File: config.mk
export PLATFORM = sky130hd
export DESIGN_NAME = watch_time_counter_flat
export DESIGN_NICKNAME = d
export VERILOG_FILES = /design/src/rtl/watch_time_counter_if.sv /design/src/rtl/watch_time_counter.sv /design/src/flat_wrapper.sv
export SDC_FILE = /design/constraint.sdc
export NUM_CORES = 1
export LEC_CHECK = 0
export ABC_AREA = 1
export CAP_MARGIN = 20
export CORE_MARGIN = 2
export CORE_UTILIZATION = 35
export DETAILED_ROUTE_END_ITERATION = 10
export GPL_TIMING_DRIVEN = 0
export SLEW_MARGIN = 30
export SYNTH_ARGS = -nofsm -noshare
export SYNTH_HDL_FRONTEND = slang
export SYNTH_SLANG_ARGS = --single-unit
File: constraint.sdc
create_clock -name clk -period 2.6 [get_ports clk]
set_input_delay 0.52 -clock clk [delete_from_list [all_inputs] [get_ports clk]]
set_output_delay 0.52 -clock clk [all_outputs]
set_load 0.02 [all_outputs]
File: src/rtl/watch_time_counter_if.sv
// Bus between the time-set stage and the watch time counter: the tick and
// load inputs plus the registered calendar fields and status pulses.
interface watch_time_counter_if;
    logic        tick1sec;
    logic        en_time;
    logic [47:0] bin_time;
    logic [7:0]  year;
    logic [7:0]  month;
    logic [7:0]  day;
    logic [7:0]  hour;
    logic [7:0]  minute;
    logic [7:0]  second;
    logic        sec_pulse;
    logic        load_err;

    // Driver side: issues ticks and load requests, observes the time.
    modport master (
        output tick1sec, en_time, bin_time,
        input  year, month, day, hour, minute, second, sec_pulse, load_err
    );

    // Counter side.
    modport slave (
        input  tick1sec, en_time, bin_time,
        output year, month, day, hour, minute, second, sec_pulse, load_err
    );
endinterface

File: src/rtl/watch_time_counter.sv
// Calendar/time-of-day counter for years 2000..2255. Advances one second per
// tick1sec strobe with full same-cycle carry up to the year, and accepts a
// validated six-field load that takes priority over the tick.
module watch_time_counter #(
    parameter logic [7:0] RESET_YEAR  = 8'd24,
    parameter logic [7:0] RESET_MONTH = 8'd1,
    parameter logic [7:0] RESET_DAY   = 8'd1
) (
    input  logic                 clk,
    input  logic                 rst,
    watch_time_counter_if.slave  bus
);

    // Field order matches bin_time, so a load is a plain struct assignment.
    typedef struct packed {
        logic [7:0] year;
        logic [7:0] month;
        logic [7:0] day;
        logic [7:0] hour;
        logic [7:0] minute;
        logic [7:0] second;
    } time_t;

    localparam time_t RESET_TIME = '{
        year: RESET_YEAR, month: RESET_MONTH, day: RESET_DAY,
        hour: 8'd0, minute: 8'd0, second: 8'd0
    };

    // Days in a month; years 2100 and 2200 (offsets 100, 200) are not leap.
    // Out-of-range months return 31 and are rejected separately by the caller.
    function automatic logic [7:0] max_date(input logic [7:0] month, input logic [7:0] year);
        logic leap;
        leap = (year[1:0] == 2'b00) && (year != 8'd100) && (year != 8'd200);
        case (month)
            8'd4, 8'd6, 8'd9, 8'd11: max_date = 8'd30;
            8'd2:                    max_date = leap ? 8'd29 : 8'd28;
            default:                 max_date = 8'd31;
        endcase
    endfunction

    time_t time_q, time_d;
    time_t load_val;
    logic  sec_pulse_q, sec_pulse_d;
    logic  load_err_q, load_err_d;
    logic  load_ok;
    logic  sec_wrap, min_wrap, hour_wrap, day_wrap, month_wrap;

    assign load_val = bus.bin_time;

    // Load validity; the day limit uses the month/year being loaded.
    assign load_ok = (load_val.month >= 8'd1) && (load_val.month <= 8'd12) &&
                     (load_val.day >= 8'd1) &&
                     (load_val.day <= max_date(load_val.month, load_val.year)) &&
                     (load_val.hour <= 8'd23) && (load_val.minute <= 8'd59) &&
                     (load_val.second <= 8'd59);

    // Carry chain; the day limit uses the current (pre-increment) month/year.
    assign sec_wrap   = (time_q.second == 8'd59);
    assign min_wrap   = sec_wrap  && (time_q.minute == 8'd59);
    assign hour_wrap  = min_wrap  && (time_q.hour == 8'd23);
    assign day_wrap   = hour_wrap && (time_q.day == max_date(time_q.month, time_q.year));
    assign month_wrap = day_wrap  && (time_q.month == 8'd12);

    // Next state: load wins over tick; a rejected load also drops the tick.
    always_comb begin
        // NOTE: every output of this block gets a default first, so no path leaves it unassigned and no latch is inferred.
        time_d      = time_q;
        sec_pulse_d = 1'b0;
        load_err_d  = 1'b0;
        if (bus.en_time) begin
            if (load_ok) begin
                time_d = load_val;
            end else begin
                load_err_d = 1'b1;
            end
        end else if (bus.tick1sec) begin
            sec_pulse_d   = 1'b1;
            time_d.second = sec_wrap ? 8'd0 : time_q.second + 8'd1;
            if (sec_wrap)   time_d.minute = min_wrap   ? 8'd0 : time_q.minute + 8'd1;
            if (min_wrap)   time_d.hour   = hour_wrap  ? 8'd0 : time_q.hour + 8'd1;
            if (hour_wrap)  time_d.day    = day_wrap   ? 8'd1 : time_q.day + 8'd1;
            if (day_wrap)   time_d.month  = month_wrap ? 8'd1 : time_q.month + 8'd1;
            if (month_wrap) time_d.year   = time_q.year + 8'd1;
        end
    end

    // State registers with asynchronous reset to the configured date.
    always_ff @(posedge clk or posedge rst) begin
        if (rst) begin
            time_q      <= RESET_TIME;
            sec_pulse_q <= 1'b0;
            load_err_q  <= 1'b0;
        end else begin
            // NOTE: non-blocking assignments so every flop samples pre-edge values regardless of statement order.
            time_q      <= time_d;
            sec_pulse_q <= sec_pulse_d;
            load_err_q  <= load_err_d;
        end
    end

    assign bus.year      = time_q.year;
    assign bus.month     = time_q.month;
    assign bus.day       = time_q.day;
    assign bus.hour      = time_q.hour;
    assign bus.minute    = time_q.minute;
    assign bus.second    = time_q.second;
    assign bus.sec_pulse = sec_pulse_q;
    assign bus.load_err  = load_err_q;

endmodule
File: src/flat_wrapper.sv
// flat-port wrapper written by rule: the top's interface ports become plain ports
module watch_time_counter_flat 
#(
    parameter logic [7:0] RESET_YEAR  = 8'd24,
    parameter logic [7:0] RESET_MONTH = 8'd1,
    parameter logic [7:0] RESET_DAY   = 8'd1
)
  (clk, rst, bus_tick1sec, bus_en_time, bus_bin_time, bus_year, bus_month, bus_day, bus_hour, bus_minute, bus_second, bus_sec_pulse, bus_load_err);
  watch_time_counter_if bus_i ();
  input  logic clk;
  input  logic rst;
  input wire logic [$bits(bus_i.tick1sec)-1:0] bus_tick1sec;
  input wire logic [$bits(bus_i.en_time)-1:0] bus_en_time;
  input wire logic [$bits(bus_i.bin_time)-1:0] bus_bin_time;
  output wire logic [$bits(bus_i.year)-1:0] bus_year;
  output wire logic [$bits(bus_i.month)-1:0] bus_month;
  output wire logic [$bits(bus_i.day)-1:0] bus_day;
  output wire logic [$bits(bus_i.hour)-1:0] bus_hour;
  output wire logic [$bits(bus_i.minute)-1:0] bus_minute;
  output wire logic [$bits(bus_i.second)-1:0] bus_second;
  output wire logic [$bits(bus_i.sec_pulse)-1:0] bus_sec_pulse;
  output wire logic [$bits(bus_i.load_err)-1:0] bus_load_err;
  assign bus_i.tick1sec = bus_tick1sec;
  assign bus_i.en_time = bus_en_time;
  assign bus_i.bin_time = bus_bin_time;
  assign bus_year = bus_i.year;
  assign bus_month = bus_i.month;
  assign bus_day = bus_i.day;
  assign bus_hour = bus_i.hour;
  assign bus_minute = bus_i.minute;
  assign bus_second = bus_i.second;
  assign bus_sec_pulse = bus_i.sec_pulse;
  assign bus_load_err = bus_i.load_err;
  watch_time_counter #(.RESET_YEAR(RESET_YEAR), .RESET_MONTH(RESET_MONTH), .RESET_DAY(RESET_DAY)) u_core (.clk(clk), .rst(rst), .bus(bus_i));
endmodule
==> out/metrics.cfg, run 1 <==
[logic_synthesis]
synth_top_family_by_area = simple AND/OR/NAND/NOR gates
yosys.area_share.adder_pct = 4.047
synth-seq-cells = 50
syn_area_um2 = 3710
synth_top_area_cell = dfrtp_1
synth.top_cell.area_share_pct = 31.03
async_flop_share_pct = 100.0
synth_flop_cell = dfrtp_1
synth.area.top_cells = dfrtp_1, nand2_1, inv_1
synth_xor_area_share_pct = 5.430
syn_nets = 596
yosysWarnings = 0
synthSimpleGateAreaFrac_pct = 32.85
ys_seq_area_share_pct = 33.86
synth_edf_count = 0
synth_mux_area_share_pct = 1.383
synth.avg_cell_area_um2 = 6.973
syn-instance-count = 532
synth.distinct_cells = 43
synth-compound-area-share_pct = 13.22

[sta]
fin_crit_ps = 2479
relSlewSlack_pct = 51.27
max_freq_mhz = 403.5
final-setup-viol-count = 0
drv_slew = 0
post-route-period-util_pct = 95.33
tightest_slew_ps = 730.9
hold_ws_ps = 444.7
finClkSkew_ps = 12.01
timing_hold_violations_final = 0

[setup_path]
path_class = primary input to register
path_cells = clkdlybuf4s50_1 -> nor2_2 -> nand2_2 -> a22oi_2 -> ha_1 -> a21oi_2 -> nand2_1 -> nand3b_1 -> o21ai_4 -> nand2_4 -> inv_8 -> buf_12 -> nand2_8 -> clkbuf_16 -> nand2_1 -> nand2_1 -> inv_1
crit_arrival_ps = 2690
r2r_cells = 13
reg2reg_slack_ps = 370
cp_slowest_stage_delay_ps = 440
crit_buf_inv = 5
critPathRequiredTime_ps = 2810
start_kind = primary input
cp_slowest_cell = clkdlybuf4s50_1
timing.rr.start = u_core.bus.month[0]
critPathTopFamily = buffers and inverters
cp_max_fo = 5
end_kind = register
cpMostUsedCell = nand2_1
r2r-end = u_core.bus.year[2]

[global_route]
antenna_found_initial = 0
grt_pass1_wl_um = 18890
grt_pass1_vias = 3846
grtUsageTotal_pct = 20.76
grt_start_max_net_pins = 42
overflow = 0

[power_and_ir_drop]
p_comb_share_pct = 44.9
p_int_mw = 1.757
p_seq_share_pct = 39.4
power_density_nw_per_um2 = 559.9
p_switching_mw = 1.209
swShare_pct = 40.77
irDropWorstVdd_v = 0.0002936
p_leak_nw = 2.455
power_frac_clock_pct = 15.7

[floorplanning]
chipWidth_um = 107.0
start_util_pct = 35.94
die_h_um = 107.0
rows = 37
dieArea_um2 = 11440
core_um2 = 10320
io_pins = 102

[routing]
via_per_inst = 4.990
ant_nets = 0
routed_wl_um = 11560
drc = 0
dr.pass1.iters = 5
wl_per_cell_um = 14.62
first_iter_violations = 187
vias = 3947

[placed_design]
gp_congestion = 0.8612
hpwl_um = 8711
port-buffer-count = 101

[finish]
syn_to_final_growth_pct = 42.80
diodes = 0
fin_util_pct = 51.32
fin_nets = 718
multi_input_area_um2 = 2210
final_cell_mix = nand2_1, clkdlybuf4s50_1, inv_1, nor2_1, dfrtp_1
register_area_um2 = 1256
mostFrequentLayoutCell = nand2_1
nFillCells = 993
drive_above_1_share_pct = 11.76

[job]
cap_violations = 0

[clocking]
clock_sinks = 50
cts_tree = yes
clkLatencyLatePin_ps = 320
numCtsBuffers = 5
cts.reportedPaths.clkPinSlew_ps = 100
cts-root-buf = clkbuf_8
cts.path.max_buffers = 2
cts-htree-levels = 2
hold_buffers = 0

[status]
run_status = finished, final reports clean

[min_path]
hp-class = primary input to asynchronous set/reset pin

area by class of cell:
class	instances	share of cell area (%)
clock inverters	2	0.1889
multi-input cells	397	41.71
flip-flops and latches	50	23.71
plain buffers	12	1.866
clock buffers	6	1.370
repair buffers	115	22.53
well taps	136	3.212
inverters	73	5.409
metrics by stage:
step                      std cells  power (mW)  area (µm²)  worst slack (ps)  setup TNS [ps]
final                           791       2.966        5298             121.5               0
after global routing            791       3.175        5298            -13.90          -27.04
after CTS                       788       2.956        5161             30.31               0
after detailed placement        770       2.467        4921            -642.3          -25760
after global placement          769       2.436        4891            -562.7          -33930
after floorplan                 532       1.881        3710             296.2               0
sequential cells by signal, indices dropped and copies added (netlist names):
| name | cells |
|---|---|
| u_core.bus.day | 8 |
| u_core.bus.hour | 8 |
| u_core.bus.minute | 8 |
| u_core.bus.month | 8 |
| u_core.bus.second | 8 |
| u_core.bus.year | 8 |
| u_core.bus.load_err | 1 |
| u_core.bus.sec_pulse | 1 |
repair_timing:
item                                    in CTS  in global routing
pin swaps                                   10                  8
cloned                                       1                  2
gates resized for setup                     28                 32
endpoints found under the setup margin      47                 46
buffers inserted                             9                  1
power groups by stage:
stage	logic, mW	registers [mW]	clock network, mW
2_1_floorplan	0.555	1.33	0
3_3_place_gp	1.26	1.18	0
3_5_place_dp	1.29	1.18	0
4_1_cts	1.31	1.17	0.474
5_1_grt	1.46	1.20	0.509
6_report	1.33	1.17	0.465
worst reg2reg max path, cell delays in order (launching register included):
cell	delay, ps
dfstp_2	600
inv_1	90
ha_1	230
o21ai_0	160
nand2_1	70
nand3_1	100
nand2_1	60
nand2_1	110
nand3_4	110
nand2_4	150
nand3_4	150
buf_4	180
nand2_1	60
o21ai_2	50
kinds of logic (layout without fill, tap and decap cells):
logic type / Yosys count / after routing
compound gates: 84 / 84
xor+xnor: 23 / 23
fa+ha+maj: 12 / 12
buf+inv: 85 / 208
flops: 50 / 50
mux: 5 / 5
simple gates: 273 / 273
layer usage:
metal | GRT usage [%] | part of all wire (%) | vias up
met1 | 28.01 | 44 | 1848
met4 | 6.030 | 1.6 | 0
met2 | 34.49 | 49 | 124
met5 | 0 | 0 | -
met3 | 3.161 | 5.5 | 22
li1 | - | - | 1953
cell usage after synthesis (3+ instances only):
cell type	number
mux2i_1	4
nand4_1	3
xor2_1	18
a21oi_1	16
nand2_2	5
ha_1	12
nand2_1	131
o22ai_1	3
inv_1	69
o21ai_2	7
xnor2_1	5
nand3b_1	7
nand3_1	41
dfrtp_1	46
nor3_1	9
nor2_1	66
o21ai_0	42
dfstp_2	4
a22o_1	3
clkbuf_1	7
how the worst max path moves through the flow:
stage                     cells after the start        startpoint                  end
after floorplan                              14  bus_bin_time[32]  u_core.bus.month[4]
after global placement                       14  bus_bin_time[32]   u_core.bus.year[0]
after detailed placement                     16  bus_bin_time[35]   u_core.bus.year[0]
after CTS                                    15  bus_bin_time[37]    u_core.bus.day[0]
after global routing                         16  bus_bin_time[46]  u_core.bus.month[7]
final                                        17  bus_bin_time[41]  u_core.bus.month[4]
Note: power is estimated with default switching activity, not from simulation.
==> run 2: changes to the inputs <==
- ABC_AREA: 1 -> unset
- clock period: 2.6 -> 2.7 ns (I/O delays scaled with it)
==> run 2 against run 1 <==
Via count increased by 5.7%. Design area increased by 6.4%. Sequential power decreased by 6%. Count of clock-buffer cells in the layout increased by 2. Die area decreased by 3.0%. Register-to-register slack got worse by 370 ps. Synthesized cell count decreased by 17%. Setup slack got worse by 120 ps. Critical path type is now register to register. Largest cell class unchanged. Largest power group unchanged. Highest routed layer unchanged.
==> out/metrics.cfg, run 2 <==
[global_route]
grt_pass1_vias = 3850
grt_pass1_wl_um = 20220
grtUsageTotal_pct = 22.65
overflow = 0
grt_start_max_net_pins = 30
antenna_found_initial = 0

[finish]
nFillCells = 894
diodes = 0
drive_above_1_share_pct = 25.04
register_area_um2 = 1262
multi_input_area_um2 = 2555
fin_nets = 654
fin_cells = 724
final_cell_mix = clkdlybuf4s50_1, dfrtp_1, nor2_1, buf_4, o21ai_0
mostFrequentLayoutCell = clkdlybuf4s50_1
fin_area_um2 = 5637
syn_to_final_growth_pct = 56.86

[logic_synthesis]
syn_nets = 506
synth.top_cell.area_share_pct = 32.03
async_flop_share_pct = 100.0
yosysWarnings = 0
synth-seq-cells = 50
syn_area_um2 = 3593
synth_top_cells_by_count = dfrtp_1, o21ai_0, nor2_1, a21oi_1, nand2_1
synth_flop_cell = dfrtp_1
synth_edf_count = 0
synth.avg_cell_area_um2 = 8.130
synth.area.top_cells = dfrtp_1, o21ai_0, a21oi_1
synth.most_common_cell = dfrtp_1
synth_top_area_cell = dfrtp_1
synth.distinct_cells = 67
syn-instance-count = 442
ys_seq_area_share_pct = 34.96

[sta]
tightest_slew_ps = 905.5
fin_tns_setup_ps = 0
rsz0062_at_grt = yes
max_freq_mhz = 370.6
relSlewSlack_pct = 39.00
finClkSkew_ps = 13.35
final-setup-viol-count = 0
post-route-period-util_pct = 99.95
drv_slew = 0
timing_hold_violations_final = 0
fin_crit_ps = 2699

[routing]
ant_nets = 0
drc = 0
vias = 4172
wl_per_cell_um = 18.50
dr.pass1.iters = 5
first_iter_violations = 233
routed_wl_um = 13400
via_per_inst = 5.762

[floorplanning]
rows = 36
io_pins = 102
core_um2 = 9864
die_h_um = 105.3
dieArea_um2 = 11090
chipWidth_um = 105.3
start_util_pct = 36.43

[placed_design]
gp_congestion = 0.8953
port-buffer-count = 101
hpwl_um = 9335
dpl_cell_area_um2 = 4863
placed_cells = 677

[power_and_ir_drop]
power_mw = 2.932
p_leak_nw = 2.245
power_density_nw_per_um2 = 520.1
irDropWorstVdd_v = 0.0003028

[min_path]
hp-class = register to register

[clocking]
cts-root-buf = clkbuf_8
cts.reportedPaths.clkPinSlew_ps = 110
clock_sinks = 50
numCtsBuffers = 5
clkLatencyLatePin_ps = 310
cts-htree-levels = 2
cts_tree = yes
cts.path.max_buffers = 2
hold_buffers = 0

[setup_path]
end_kind = register
crit_arrival_ps = 2900
critPathRequiredTime_ps = 2900
start_kind = register
cp_max_fo = 5
path_class = register to register

[job]
cap_violations = 0

[status]
run_status = finished, final reports clean

run 2: cell count changes after synthesis, sizes merged, moves of 8 or more:
cell,previous run,this run
nor2b,0,8
nor3,10,24
inv,72,19
nand3,44,24
nand2,138,31
and3,0,15
xor2,18,1
a21oi,18,33
nor2,70,39
run 2: final timing paths:
kind / startpoint / end / slack [ps] / cells after the start
max: u_core.bus.month[0] / u_core.bus.year[1] / 1 / 11
min: u_core.bus.hour[1] / u_core.bus.hour[1] / 540 / 2
max reg2reg: u_core.bus.month[0] / u_core.bus.year[1] / 1 / 11
min reg2reg: u_core.bus.hour[1] / u_core.bus.hour[1] / 540 / 2
max in group asynchronous: rst / u_core.bus.day[0] / 1620 / 3
min in group asynchronous: rst / u_core.bus.year[0] / 550 / 2
run 2: report_power, final:
| group | leakage [nW] | internal [mW] | switching [mW] |
|---|---|---|---|
| sequential | 0.614 | 0.885 | 0.214 |
| clock | 0.0575 | 0.260 | 0.271 |
| combinational | 1.57 | 0.632 | 0.670 |
| total | 2.24 | 1.78 | 1.15 |
run 2: worst max-delay path, cell delays in order, from the launching register on:
cell	delay, ps
dfstp_2	400
inv_2	70
ha_4	130
or3b_4	370
or3_4	390
a2111oi_4	330
buf_4	200
nand2_4	80
o21a_4	230
buf_6	140
o21ai_4	160
o31ai_4	80
run 2: metal layers:
layer  global-route usage [%]  up-vias  wire length [µm]
met2                    37.10      165              6447
met5                        0        -                 0
met3                    3.834       20               824
met1                    31.11     2028              5906
met4                    5.333        0               217
li1                         -     1959                 -
run 2: layout make-up:
type,count,share of cell area (%)
Tap cell,133,2.952
Multi-Input combinational cell,357,45.33
Buffer,15,2.153
Sequential cell,50,22.40
Timing Repair Buffer,142,23.84
Inverter,19,1.376
Clock buffer,8,1.953
run 2: repair_timing:
action                     CTS  global route
buffers inserted            21            15
resized for setup           99            64
setup endpoints to repair   48            47
cloned                       2             2
pin swaps                   28            28
run 2: kinds of logic after synthesis:
group	Yosys count	synth area share (%)
mux	2	0.5571
compound gates	145	25.77
flops	50	34.96
buf+inv	35	3.900
fa+ha+maj	12	4.178
simple gates	197	30.40
xor+xnor	1	0.2438
run 2: per-stage QoR:
stage / setup WS [ps] / hold slack, ps / util, %
floorplan: -97.49 / 567.1 / -
global placement: -1526 / 518.0 / 49.07
detailed placement: -1491 / 521.0 / 49.30
CTS: -53.12 / 531.1 / 53.48
global route: -114.2 / 566.7 / 57.14
finish: 1.385 / 539.5 / 57.14
==> edit 1: new RTL, settings of run 1 <==
Make the reset (`rst`) synchronous in one clocked block. Comments in the files are not updated.
--- a/src/rtl/watch_time_counter.sv
+++ b/src/rtl/watch_time_counter.sv
@@ -85,7 +85,7 @@
     end
 
     // State registers with asynchronous reset to the configured date.
-    always_ff @(posedge clk or posedge rst) begin
+    always_ff @(posedge clk) begin
         if (rst) begin
             time_q      <= RESET_TIME;
             sec_pulse_q <= 1'b0;
Behaviour: differs if rst is asserted again (counterexample within 4 cycles, from zero or initial values and one cycle with rst high); with rst held inactive, the same outputs for 10 cycles.
==> edit 1 against run 1 <==
- global-route usage increased by 1.7 points
- setup slack got worse by 0.078 ns
- sequential cell count unchanged
- design area increased by 0.64%
- routed wire length increased by 9.1%
- cell count increased by 8.0%
- synthesized area decreased by 2.4%
- critical path type unchanged
Power is not compared: it rests on default switching activity, and its combinational part moved more than twofold at a synthesized area within 25%.
==> edit 1: results (changes against run 1) <==
Synth:
- Top area cells in the synthesized netlist: sky130_fd_sc_hd__dfxtp_1 28%, sky130_fd_sc_hd__nand2_1 12%, sky130_fd_sc_hd__nor2_1 9.3%, sky130_fd_sc_hd__inv_1 6.8%, sky130_fd_sc_hd__o21ai_0 6.4% (was sky130_fd_sc_hd__dfrtp_1 31%, sky130_fd_sc_hd__nand2_1 13%, sky130_fd_sc_hd__inv_1 7.0%, sky130_fd_sc_hd__nor2_1 6.7%, sky130_fd_sc_hd__o21ai_0 5.7%).
- The xor and xnor area share after synthesis is 0.05565 (was 0.05430).
- The number of nets in the synthesized netlist is 643 (was 596).
- The share of synthesized cell area in full adder, half adder and majority cells is 0.04148 (was 0.04047).
- The gate count after technology mapping is 579 (was 532).
- The mux contribution to synthesized area is 0 (was 0.01383).
- The area fraction in compound gates after synthesis was 0.1562 (was 0.1322).
- Top cells by count, synth: 117 x sky130_fd_sc_hd__nand2_1, 90 x sky130_fd_sc_hd__nor2_1, 66 x sky130_fd_sc_hd__inv_1 (was 131 x sky130_fd_sc_hd__nand2_1, 69 x sky130_fd_sc_hd__inv_1, 66 x sky130_fd_sc_hd__nor2_1).
- The sequential share of the synthesized area is 0.2765 (was 0.3386).
- The proportion of synthesized flip-flops having asynchronous set or reset came to 0 (was 1.000).

Global route:
- The largest net degree at the start of global routing was 15 (was 42).
- The initial antenna violation count is 0 (unchanged).
- The number of global-route vias before repair is 4066 (was 3846).
- The global-route usage over all layers is 0.2245 (was 0.2076).

Worst setup path:
- The data arrival time of the critical path is 2.77 ns (was 2.69 ns).
- The slowest library cell on the worst path is sky130_fd_sc_hd__buf_12 (was sky130_fd_sc_hd__clkdlybuf4s50_1).
- The top fanout value on the critical path came to 7 (was 5).
- The longest individual stage delay on the worst path is 0.17 ns (was 0.44 ns).

Timing:
- The slew at the pin closest to its max-slew limit is 0.7560 ns (was 0.7309 ns).
- The largest clock skew in the final design was 0.008630 ns (was 0.01201 ns).

Routing:
- The number of DRC markers after the initial detailed-route iteration came to 246 (was 187).
- The first-pass iteration count of the detailed router is 4 (was 5).
- The average via count per standard cell is 5.039 (was 4.990).
- The post-detailed-routing wire length is 12.62 mm (was 11.56 mm).

Place:
- The estimated wirelength of the detail-placed design is 9.030 mm (was 8.711 mm).
- The count of buffers inserted at the top-level ports is 100 (was 101).
- The area after detailed placement came to 4792 um2 (was 4921 um2).
- The pre-CTS setup slack is -0.8889 ns (was -0.6423 ns).
- The weighted congestion at the end of routability-driven global placement is 0.9188 (was 0.8612).

Clocking:
- The number of buffers between clock root and the deepest sink is 2 (unchanged).

Cells and area:
- The count of placed standard cells in the final layout, fillers left out came to 854 (was 791).
- The share of post-route cells with drive strength above 1 was 0.1518 (was 0.1176).

Outcome:
- Result of the run: complete, no violations (unchanged).

Hold path:
- The type of the most critical hold path is reg2reg (was in2async).
## edit 1: cell count changes after synthesis, sizes merged, moves of 4 or more
cell and delta:
a21oi +18, and2 +4, buf +8, dfrtp -46, dfstp -4, dfxtp +50, mux2i -4, nand2 -14
nand3b -4, nand4 +10, nor2 +21
## edit 1: cell type report
| type | instances | area [um2] |
|---|---|---|
| buffer | 23 | 182.7 |
| inverter | 72 | 272.8 |
| sequential | 50 | 1001 |
| fill | 1047 | 4853 |
| clock buffer | 7 | 86.33 |
| multi-input combinational | 434 | 2386 |
| clock inverter | 1 | 5.005 |
| timing repair buffer | 131 | 1227 |
| tap | 136 | 170.2 |
## edit 1: layer usage
metal | global-route usage | share of wire | vias up
li1 | - | - | 2167
met1 | 0.3003 | 0.45 | 1977
met2 | 0.3756 | 0.48 | 141
met3 | 0.03278 | 0.050 | 18
met4 | 0.06297 | 0.016 | 0
met5 | 0 | 0 | -
## edit 1: worst paths after layout
kind | from | to | slack [ns] | depth (start not counted)
worst max-delay path | bus_bin_time[37] | u_core.bus.second[1]$_SDFFE_PP0P_ | 0.04 | 20
worst max register to register | u_core.bus.month[0]$_SDFFE_PP1P_ | u_core.bus.month[0]$_SDFFE_PP1P_ | 0.38 | 14
worst min-delay path | u_core.bus.minute[5]$_SDFFE_PP0P_ | u_core.bus.minute[5]$_SDFFE_PP0P_ | 0.54 | 2
worst min register to register | u_core.bus.minute[5]$_SDFFE_PP0P_ | u_core.bus.minute[5]$_SDFFE_PP0P_ | 0.54 | 2
## edit 1: repair_timing
action	in CTS	in global routing
buffers inserted	24	4
gates resized for setup	81	36
pin swaps	14	17
cloned	3	0
setup endpoints to repair	48	47
## edit 1: kinds of logic after synthesis
group / Yosys count
simple gates: 296
compound gates: 103
buf+inv: 95
flops: 50
xor+xnor: 23
fa+ha+maj: 12
==> edit 2: new RTL, flow settings as in run 1 <==
Made on the original files. `RESET_YEAR` is set to 8'd24 in 2 places; all go to 8'd16.
--- a/src/rtl/watch_time_counter.sv
+++ b/src/rtl/watch_time_counter.sv
@@ -2,7 +2,7 @@
 // tick1sec strobe with full same-cycle carry up to the year, and accepts a
 // validated six-field load that takes priority over the tick.
 module watch_time_counter #(
-    parameter logic [7:0] RESET_YEAR  = 8'd24,
+    parameter logic [7:0] RESET_YEAR  = 8'd16,
     parameter logic [7:0] RESET_MONTH = 8'd1,
     parameter logic [7:0] RESET_DAY   = 8'd1
 ) (
--- a/src/flat_wrapper.sv
+++ b/src/flat_wrapper.sv
@@ -1,7 +1,7 @@
 // flat-port wrapper written by rule: the top's interface ports become plain ports
 module watch_time_counter_flat 
 #(
-    parameter logic [7:0] RESET_YEAR  = 8'd24,
+    parameter logic [7:0] RESET_YEAR  = 8'd16,
     parameter logic [7:0] RESET_MONTH = 8'd1,
     parameter logic [7:0] RESET_DAY   = 8'd1
 )
Function: changed (a bounded check fails within 4 cycles, from zero or initial values and one cycle with rst high).
==> edit 2 against run 1 <==
- routed wire length shrank 0.38%
- cell count rose by 0.25%
- design area shrank 0.43%
- die area hardly changed
- synthesized area barely moved
- total power is 3.6% higher
- setup slack got worse by 0.023 ns
- register-to-register slack got worse by 0.03 ns
- clock power rose by 26%
- non-clock buffer count is 2 higher
- sequential cell count unchanged
- largest power group unchanged
- highest routed layer unchanged
==> edit 2: results (changes against run 1) <==
Synth:
- The mux contribution to synthesized area is 0.01383 (about the same).
- Top cells by count, synth: 131 x sky130_fd_sc_hd__nand2_1, 69 x sky130_fd_sc_hd__inv_1, 66 x sky130_fd_sc_hd__nor2_1 (unchanged).
- The sequential share of the synthesized area is 0.3384 (was 0.3386).
- The area fraction in compound gates after synthesis came to 0.1323 (was 0.1322).
- The share of synthesized cell area in full adder, half adder and majority cells is 0.04049 (was 0.04047).

Cells and area:
- The area of the multi-input gates was 2175 um2 (was 2210 um2).
- The share of post-route cells with drive strength above 1 is 0.1096 (was 0.1176).
- The register share of the cell area was 0.2379 (was 0.2371).
- The number of nets in the finished design is 720 (was 718).
- The footprint of the flip-flops and latches is 1255 um2 (was 1256 um2).
- The fill cell instance count of the final layout came to 1043 (was 993).
- The non-clock buffer total of the final layout is 129 (was 127).

Global route:
- The met2 usage in global routing came to 0.3494 (was 0.3449).
- The global-route usage over all layers was 0.2089 (was 0.2076).
- The met1 layer usage reported by global route was 0.2789 (was 0.2801).

Power:
- The fraction of power consumed by the clock network is 0.191 (was 0.157).
- The static leakage is 2.476 nW (was 2.455 nW).
- The maximum VDD drop is 269.3 uV (was 293.6 uV).
- The power share of the combinational group was 0.430 (was 0.449).

Worst setup path:
- The longest individual stage delay on the worst path came to 0.28 ns (was 0.44 ns).
- The data arrival time of the critical path was 2.77 ns (was 2.69 ns).

Place:
- The pre-CTS setup slack came to -0.5723 ns (was -0.6423 ns).
- The area after detailed placement is 4912 um2 (was 4921 um2).
- The weighted congestion at the end of routability-driven global placement is 0.9018 (was 0.8612).

Hold path:
- The type of the most critical hold path is reg2reg (was in2async).

Routing:
- The wire length on met3 is 486 um (was 636 um).
- The number of DRC markers after the initial detailed-route iteration is 165 (was 187).

Timing:
- The slew at the pin closest to its max-slew limit is 0.7168 ns (was 0.7309 ns).

Outcome:
- Result of the run: complete, no violations (unchanged).
-- edit 2: repair_timing --
action,CTS,global route
setup endpoints to repair,45,47
gates resized for setup,20,22
pin swaps,6,8
buffers inserted,11,2
hold buffers,0,0
cloned,1,1
-- edit 2: worst paths after layout --
kind,start,end,slack (ns),cells past startpoint
worst min register to register,u_core.bus.year[4]$_DFFE_PP1P_,u_core.bus.year[4]$_DFFE_PP1P_,0.52,2
max in group asynchronous,rst,u_core.bus.year[4]$_DFFE_PP1P_,1.52,3
min in group asynchronous,rst,u_core.bus.hour[6]$_DFFE_PP0P_,0.53,2
worst max-delay path,bus_bin_time[34],u_core.bus.month[0]$_DFFE_PP1P_,0.1,18
worst min-delay path,u_core.bus.year[4]$_DFFE_PP1P_,u_core.bus.year[4]$_DFFE_PP1P_,0.52,2
worst max register to register,u_core.bus.month[0]$_DFFE_PP1P_,u_core.bus.year[6]$_DFFE_PP0P_,0.34,13
